## config.mk

```make
export PLATFORM = sky130hd
export DESIGN_NAME = binary_to_bcd_converter
export DESIGN_NICKNAME = d
export VERILOG_FILES = /design/src/rtl/bcd_pkg.sv /design/src/rtl/bcd_add3.sv /design/src/rtl/binary_to_bcd_converter.sv
export SDC_FILE = /design/constraint.sdc
export NUM_CORES = 1
export LEC_CHECK = 0
export ABC_AREA = 1
export BUFFER_PORTS_ARGS = -buffer_cell sky130_fd_sc_hd__buf_2
export CORE_ASPECT_RATIO = 1.5
export CORE_MARGIN = 2
export CORE_UTILIZATION = 62
export DETAILED_ROUTE_END_ITERATION = 8
export PLACE_DENSITY = 0.88
export SKIP_CTS_REPAIR_TIMING = 1
export SYNTH_ARGS = -nofsm -noshare
export SYNTH_HDL_FRONTEND = slang
export SYNTH_HIERARCHICAL = 1
export SYNTH_SLANG_ARGS = --single-unit
export TNS_END_PERCENT = 100
```

## constraint.sdc

```tcl
create_clock -name clk -period 2 [get_ports clk]
set_input_delay 0.4 -clock clk [delete_from_list [all_inputs] [get_ports clk]]
set_output_delay 0.4 -clock clk [all_outputs]
set_load 0.02 [all_outputs]
```

## src/rtl/bcd_pkg.sv

```systemverilog
// Shared widths, iteration bound and FSM states for
// the double-dabble binary to BCD converter.
package bcd_pkg;

  localparam int BIN_W      = 12;
  localparam int BCD_DIGITS = 4;
  localparam int BCD_W      = 16;
  localparam int CNT_W      = 4;

  localparam logic [CNT_W-1:0] ITER_LAST = 4'd11;

  typedef enum logic [1:0] {
    LOAD,
    SHIFT,
    DONE
  } state_e;

endpackage

```

## src/rtl/bcd_add3.sv

```systemverilog
// Per-digit double-dabble correction: adds 3 to a
// BCD nibble of 5 or more before it is doubled.
module bcd_add3 (
  input  logic [3:0] d,
  input  logic [3:0] q_unused_guard,
  output logic [3:0] q
);

  logic unused;

  assign unused = ^q_unused_guard;
  assign q = (d >= 4'd5) ? d + 4'd3 : d;

endmodule

```

## src/rtl/binary_to_bcd_converter.sv

```systemverilog
// Free-running 12-bit binary to 4-digit packed BCD
// converter, one double-dabble iteration per cycle.
module binary_to_bcd_converter
  import bcd_pkg::*;
(
  input  logic             clk,
  input  logic             rst,
  input  logic [BIN_W-1:0] binary_in,
  output logic [BCD_W-1:0] bcd_out
);

  state_e state_q;
  state_e state_d;

  logic [CNT_W-1:0]       cnt_q;
  logic [BIN_W-1:0]       bin_q;
  logic [BCD_W-1:0]       scr_q;
  logic [BCD_W-1:0]       scr_adj;
  logic [BCD_W+BIN_W-1:0] shifted;

  for (genvar g = 0; g < BCD_DIGITS; g++) begin : g_dig
    bcd_add3 u_add3 (
      .d              (scr_q[4*g +: 4]),
      .q_unused_guard (4'd0),
      .q              (scr_adj[4*g +: 4])
    );
  end

  // Scratch and binary shift as one 28-bit word
  assign shifted = {scr_adj, bin_q} << 1;

  always_comb begin
    state_d = state_q;
    unique case (state_q)
      LOAD:    state_d = SHIFT;
      SHIFT:   if (cnt_q == ITER_LAST) state_d = DONE;
      DONE:    state_d = LOAD;
      default: state_d = LOAD;
    endcase
  end

  always_ff @(posedge clk or negedge rst) begin
    if (!rst) begin
      state_q <= LOAD;
    end else begin
      state_q <= state_d;
    end
  end

  always_ff @(posedge clk or negedge rst) begin
    if (!rst) begin
      cnt_q   <= '0;
      bin_q   <= '0;
      scr_q   <= '0;
      bcd_out <= '0;
    end else begin
      unique case (state_q)
        LOAD: begin
          bin_q <= binary_in;
          scr_q <= '0;
          cnt_q <= '0;
        end
        SHIFT: begin
          {scr_q, bin_q} <= shifted;
          cnt_q          <= cnt_q + 4'd1;
        end
        DONE: begin
          bcd_out <= scr_q;
        end
        default: begin
          cnt_q <= '0;
        end
      endcase
    end
  end

endmodule

```

== After elaboration in Yosys (flattened, before gate mapping) ==
Index checks and enable logic that the tools add are counted.
Widths: inputs -> output; s select.

* Bits in registers: 50
* Bits in latches: 0
* Memory bits (writable): 0
* ROM bits: 0
* Input bits: 14
* Word-level logic and storage cells: 29
* Memories: 0

* $add $sub $neg: 5
* Multipliers: 0
* Divide/modulo/power cells: 0
* Magnitude comparators: 4
* Eq/ne operators: 4
* Shifts and indexed selects: 0
* Mux-type cells: 9
* Bitwise logic cells: 0
* Reduce and logical (&&, ||, !) cells: 2

{| class="wikitable"
|+ Operator list
! operator !! count
|-
| $pmux 16 s2 || 1
|-
| $pmux 12 s2 || 1
|-
| $ge 4x3->1 const B || 4
|-
| $add 4x2->4 const B || 3
|-
| $mux 4 || 3
|-
| $pmux 4 s2 || 1
|-
| $add 4x1->4 const B || 1
|-
| $eq 4x4->1 const B || 1
|-
| $pmux 2 s2 || 1
|-
| $add 3x2->3 const B || 1
|-
| $mux 3 || 1
|-
| $eq 2x1->1 const B || 1
|-
| $eq 2x2->1 const B || 1
|-
| $logic_not 2->1 || 1
|-
| $mux 2 || 1
|-
| $ne 2x2->1 const B || 1
|-
| $reduce_bool 2->1 || 1
|}

== Logic depth before layout (Yosys ltp) ==
* Word-level depth: 3
* Depth in mapped cells: 9
* Mapped depth without buffers: 9

== By module ==
The synthesis kept the hierarchy.

{| class="wikitable"
|+ Modules (own cells, without submodules)
! module !! times used !! cells an instance !! area an instance (µm²) !! sequential area each (µm²)
|-
| binary_to_bcd_converter || 1 || 211 || 2010.7 || 1251.2
|-
| bcd_add3 || 4 || 23 || 135.1 || 0.0
|}

== Least setup slack after synthesis ==
OpenSTA, ideal clock, no wires.

* Path type: register to register
* Start point: register scr_q[8]
* End point: register scr_q[10]
* Arrival: 1089 ps
* Setup slack: 778 ps
* Stages on the path, launching flop included: 9
* Period minus slack after synthesis: 1222 ps
* Path through: dfrtp_1 > inv_1 > ha_1 > nor2_4 > nor2_4 > nand2_1 > o21ai_2 > nand2_1 > o21ai_0

* Word-level cells in the longest chain between the ends: 3

{| class="wikitable"
|+ Ends and longest elaborated chain
! item !! line !! text
|-
| start, declared || binary_to_bcd_converter.sv:17 || <nowiki>logic [BCD_W-1:0] scr_q;</nowiki>
|-
| start signal, assigned || binary_to_bcd_converter.sv:64 || <nowiki>{scr_q, bin_q} <= shifted;</nowiki>
|-
| $add 4x2->4 or $ge 4x3->1 (tied branches) || bcd_add3.sv:12 || <nowiki>assign q = (d >= 4'd5) ? d + 4'd3 : d;</nowiki>
|-
| $mux 4 (*) || bcd_add3.sv:12 ||
|-
| via scr_adj[9] || binary_to_bcd_converter.sv:18 || <nowiki>logic [BCD_W-1:0] scr_adj;</nowiki>
|-
| $pmux 16 s2 (*) || binary_to_bcd_converter.sv:57 || <nowiki>unique case (state_q)</nowiki>
|}

The timed path passes the listed nets; every way through them passes the cells marked *.
A chain may end at the register's enable or synchronous reset.

== Worst setup path after layout ==
* Start point: register scr_q[0]
* End point: register scr_q[2]

The elaborated chain is that of the path after synthesis.

==> reports/qor.log <==
[status] status finished, final reports clean
[placement] HPWL after DPL 3.343 mm
[setup_path] nature of the critical path startpoint flip-flop
[timing] Final Critical Period 1393 ps
[synthesis] Warnings, synthesis 6
[setup_path] endpoint of the lowest-slack register-to-register path scr_q[2]
[timing] minimum setup slack in the final design 607.1 ps
[route] TritonRoute pass-1 iters 4
[floorplan] Chip Width 56.07 µm
[setup_path] Worst Setup End Kind flip-flop
[timing] Final Skew 3.112 ps
[synthesis] synthesized area divided by synthesized cell count 8.489 µm²
[route] initial drt markers 58
[global_route] maximum number of pins on one net before global-route repair 51
[floorplan] chip height 82.10 µm
[timing] Setup-failing EPs final 0
[timing] RSZ-0062 raised after global routing false
[floorplan] IO Count 30
[synthesis] post-synthesis instance total 297
[setup_path] Worst path slowest cell sky130_fd_sc_hd__dfrtp_1
[route] wire per inst 12.37 µm
[power] total chip power 2.422 mW
[timing] sum of negative setup slack 0 ps
[cells_and_area] sequential cell area in the final layout 1251 µm²
[setup_path] worst setup slack for register-to-register paths 610 ps
[clock_network] Clk Latency, worst-skew pair 290 ps
[route] via/cell ratio 5.278
[power] power density over cell area 865.0 nW/µm²
[timing] Slew @ Worst Pin 313.3 ps
[flow_run] max-capacitance violation count 0
[route] count of nets left with antenna violations after detail routing 0
[placement] Post-Place Worst Slack 619.3 ps
[power] leakage power summed over all cells 1.354 nW
[placement] Final GP Congestion 0.7283
[route] final WL 4.625 mm
[timing] Pins Over Slew Limit 0
[placement] Port Buffers 29
[clock_network] total clock buffers created by CTS 5
[setup_path] reg-to-reg critical path startpoint scr_q[0]
[clock_network] number of buffers on the longest clock path 2
[setup_path] endpoint arrival time on the critical path 1560 ps
[worst_hold_path] worst min-delay path category in -> async
[clock_network] CTS tree built
[global_route] remaining global-route overflow 0
[clock_network] H-Tree Depth 2
[cells_and_area] NumNets Final 352
[timing] maximum achievable frequency 717.9 MHz
[timing] worst slew slack as a fraction of its limit 0.7908
[clock_network] master cell of the clock root buffer sky130_fd_sc_hd__clkbuf_8
[synthesis] synthesized net count 320
[global_route] wire length of the first global-routing pass 8.328 mm
[global_route] initial antenna violation count 0
[timing] post-route clock period utilization 0.6964
[floorplan] FP Rows 28
[route] post-route DRC violation count 0
[clock_network] clock transition time at the flip-flop clock pins of the worst setup and hold paths 80 ps
[cells_and_area] Filler cells 317
[floorplan] placeable core region 3924 µm²
[global_route] Total Routing Usage GR 0.2286
[route] number of vias in the routed layout 1,974
[power] maximum ir drop on the vdd rail 0.6015 mV
[floorplan] area of the die 4603 µm²
[setup_path] worst setup path category reg -> reg
[synthesis] mapped cell area 2521 µm²
[global_route] vias in the first global route 1,975
[setup_path] critical path required time 2160 ps
[cells_and_area] n_diodes 0
[setup_path] cells along the critical path inv_1 > ha_1 > nor2_4 > nor2_4 > nand2_1 > o21ai_2 > nand2_1 > o21ai_0
[cells_and_area] area added between synthesis and finish 11.07%
[setup_path] worst reg-to-reg path cell count 8
[cells_and_area] Multi-input gate area 1075 µm²
[setup_path] largest fanout of any net on the critical path 5
[clock_network] number of sinks driven by the clock tree 50
[floorplan] starting density of the core 0.6425
[setup_path] worst stage delay on the critical path 430 ps
[timing] Final Hold Viols 0
[cells_and_area] share of cells above drive strength 1 0.2310
-- power breakdown --
group | leakage, nW | internal [mW] | switching, mW
clock | 0.0383 | 0.242 | 0.306
sequential | 0.639 | 1.15 | 0.0862
combinational | 0.676 | 0.236 | 0.401
-- registers in the layout, summed over array words and instances (netlist names) --
register / count
cnt_q: 4
bin_q: 12
scr_q: 16
bcd_out: 16
state_q: 2
-- critical path: cells and delay by family, from the launching register on --
family | cells | cell delay [ps]
DFF | 1 | 430
and+or+nand+nor | 4 | 360
adders and majority gates | 1 | 250
AOI/OAI and AO/OA | 2 | 130
buffers and inverters | 1 | 100
-- routing by layer --
metal  up-vias  part of all wire  global-route usage  routed length [µm]
met1       923              0.41              0.2578                1894
met5         -                 0                   0                   0
met4         0             0.016             0.09524                  76
li1        993                 -                   -                   -
met3         8             0.034             0.04673                 157
met2        50              0.54              0.4212                2497
-- layout by cell type, fill, tap and decap left out --
| master | count |
|---|---|
| sky130_fd_sc_hd__a21oi_2 | 3 |
| sky130_fd_sc_hd__a31oi_1 | 1 |
| sky130_fd_sc_hd__buf_12 | 2 |
| sky130_fd_sc_hd__buf_2 | 29 |
| sky130_fd_sc_hd__buf_4 | 2 |
| sky130_fd_sc_hd__clkbuf_1 | 2 |
| sky130_fd_sc_hd__clkbuf_8 | 5 |
| sky130_fd_sc_hd__dfrtp_1 | 50 |
| sky130_fd_sc_hd__ha_1 | 9 |
| sky130_fd_sc_hd__inv_1 | 30 |
| sky130_fd_sc_hd__inv_2 | 6 |
| sky130_fd_sc_hd__inv_4 | 1 |
| sky130_fd_sc_hd__nand2_1 | 96 |
| sky130_fd_sc_hd__nand2_2 | 5 |
| sky130_fd_sc_hd__nand3_1 | 15 |
| sky130_fd_sc_hd__nand4_1 | 1 |
| sky130_fd_sc_hd__nor2_1 | 15 |
| sky130_fd_sc_hd__nor2_4 | 9 |
| sky130_fd_sc_hd__o211ai_1 | 1 |
| sky130_fd_sc_hd__o21ai_0 | 26 |
| sky130_fd_sc_hd__o21ai_1 | 6 |
| sky130_fd_sc_hd__o21ai_2 | 14 |
| sky130_fd_sc_hd__xnor2_1 | 1 |
-- stage by stage --
step                  util  cell area [µm²]  hold slack, ps  instances
finish              0.7136             2800           80.15        374
detailed placement  0.6942             2724           406.6        367
floorplan                -             2521           104.4        297
global route        0.7136             2800           103.0        374
CTS                 0.7136             2800           89.07        374
global placement    0.6942             2724           405.2        367
-- worst max path at each step --
stage | startpoint | endpoint | slack, ps | cells past startpoint
after global placement | scr_q[0] | scr_q[2] | 660 | 8
after floorplan | scr_q[8] | scr_q[10] | 780 | 8
final | scr_q[0] | scr_q[2] | 610 | 8
after detailed placement | scr_q[0] | scr_q[2] | 620 | 8
after global routing | scr_q[8] | scr_q[10] | 470 | 8
after CTS | scr_q[0] | scr_q[2] | 600 | 8
-- final cells by class --
type,instances,share of cell area
Sequential cell,50,0.4468
Tap cell,45,0.02011
Timing Repair Buffer,33,0.07149
Inverter,37,0.05049
Clock buffer,7,0.02726
Multi-Input combinational cell,202,0.3838
Power figures use the tool's default switching activity.
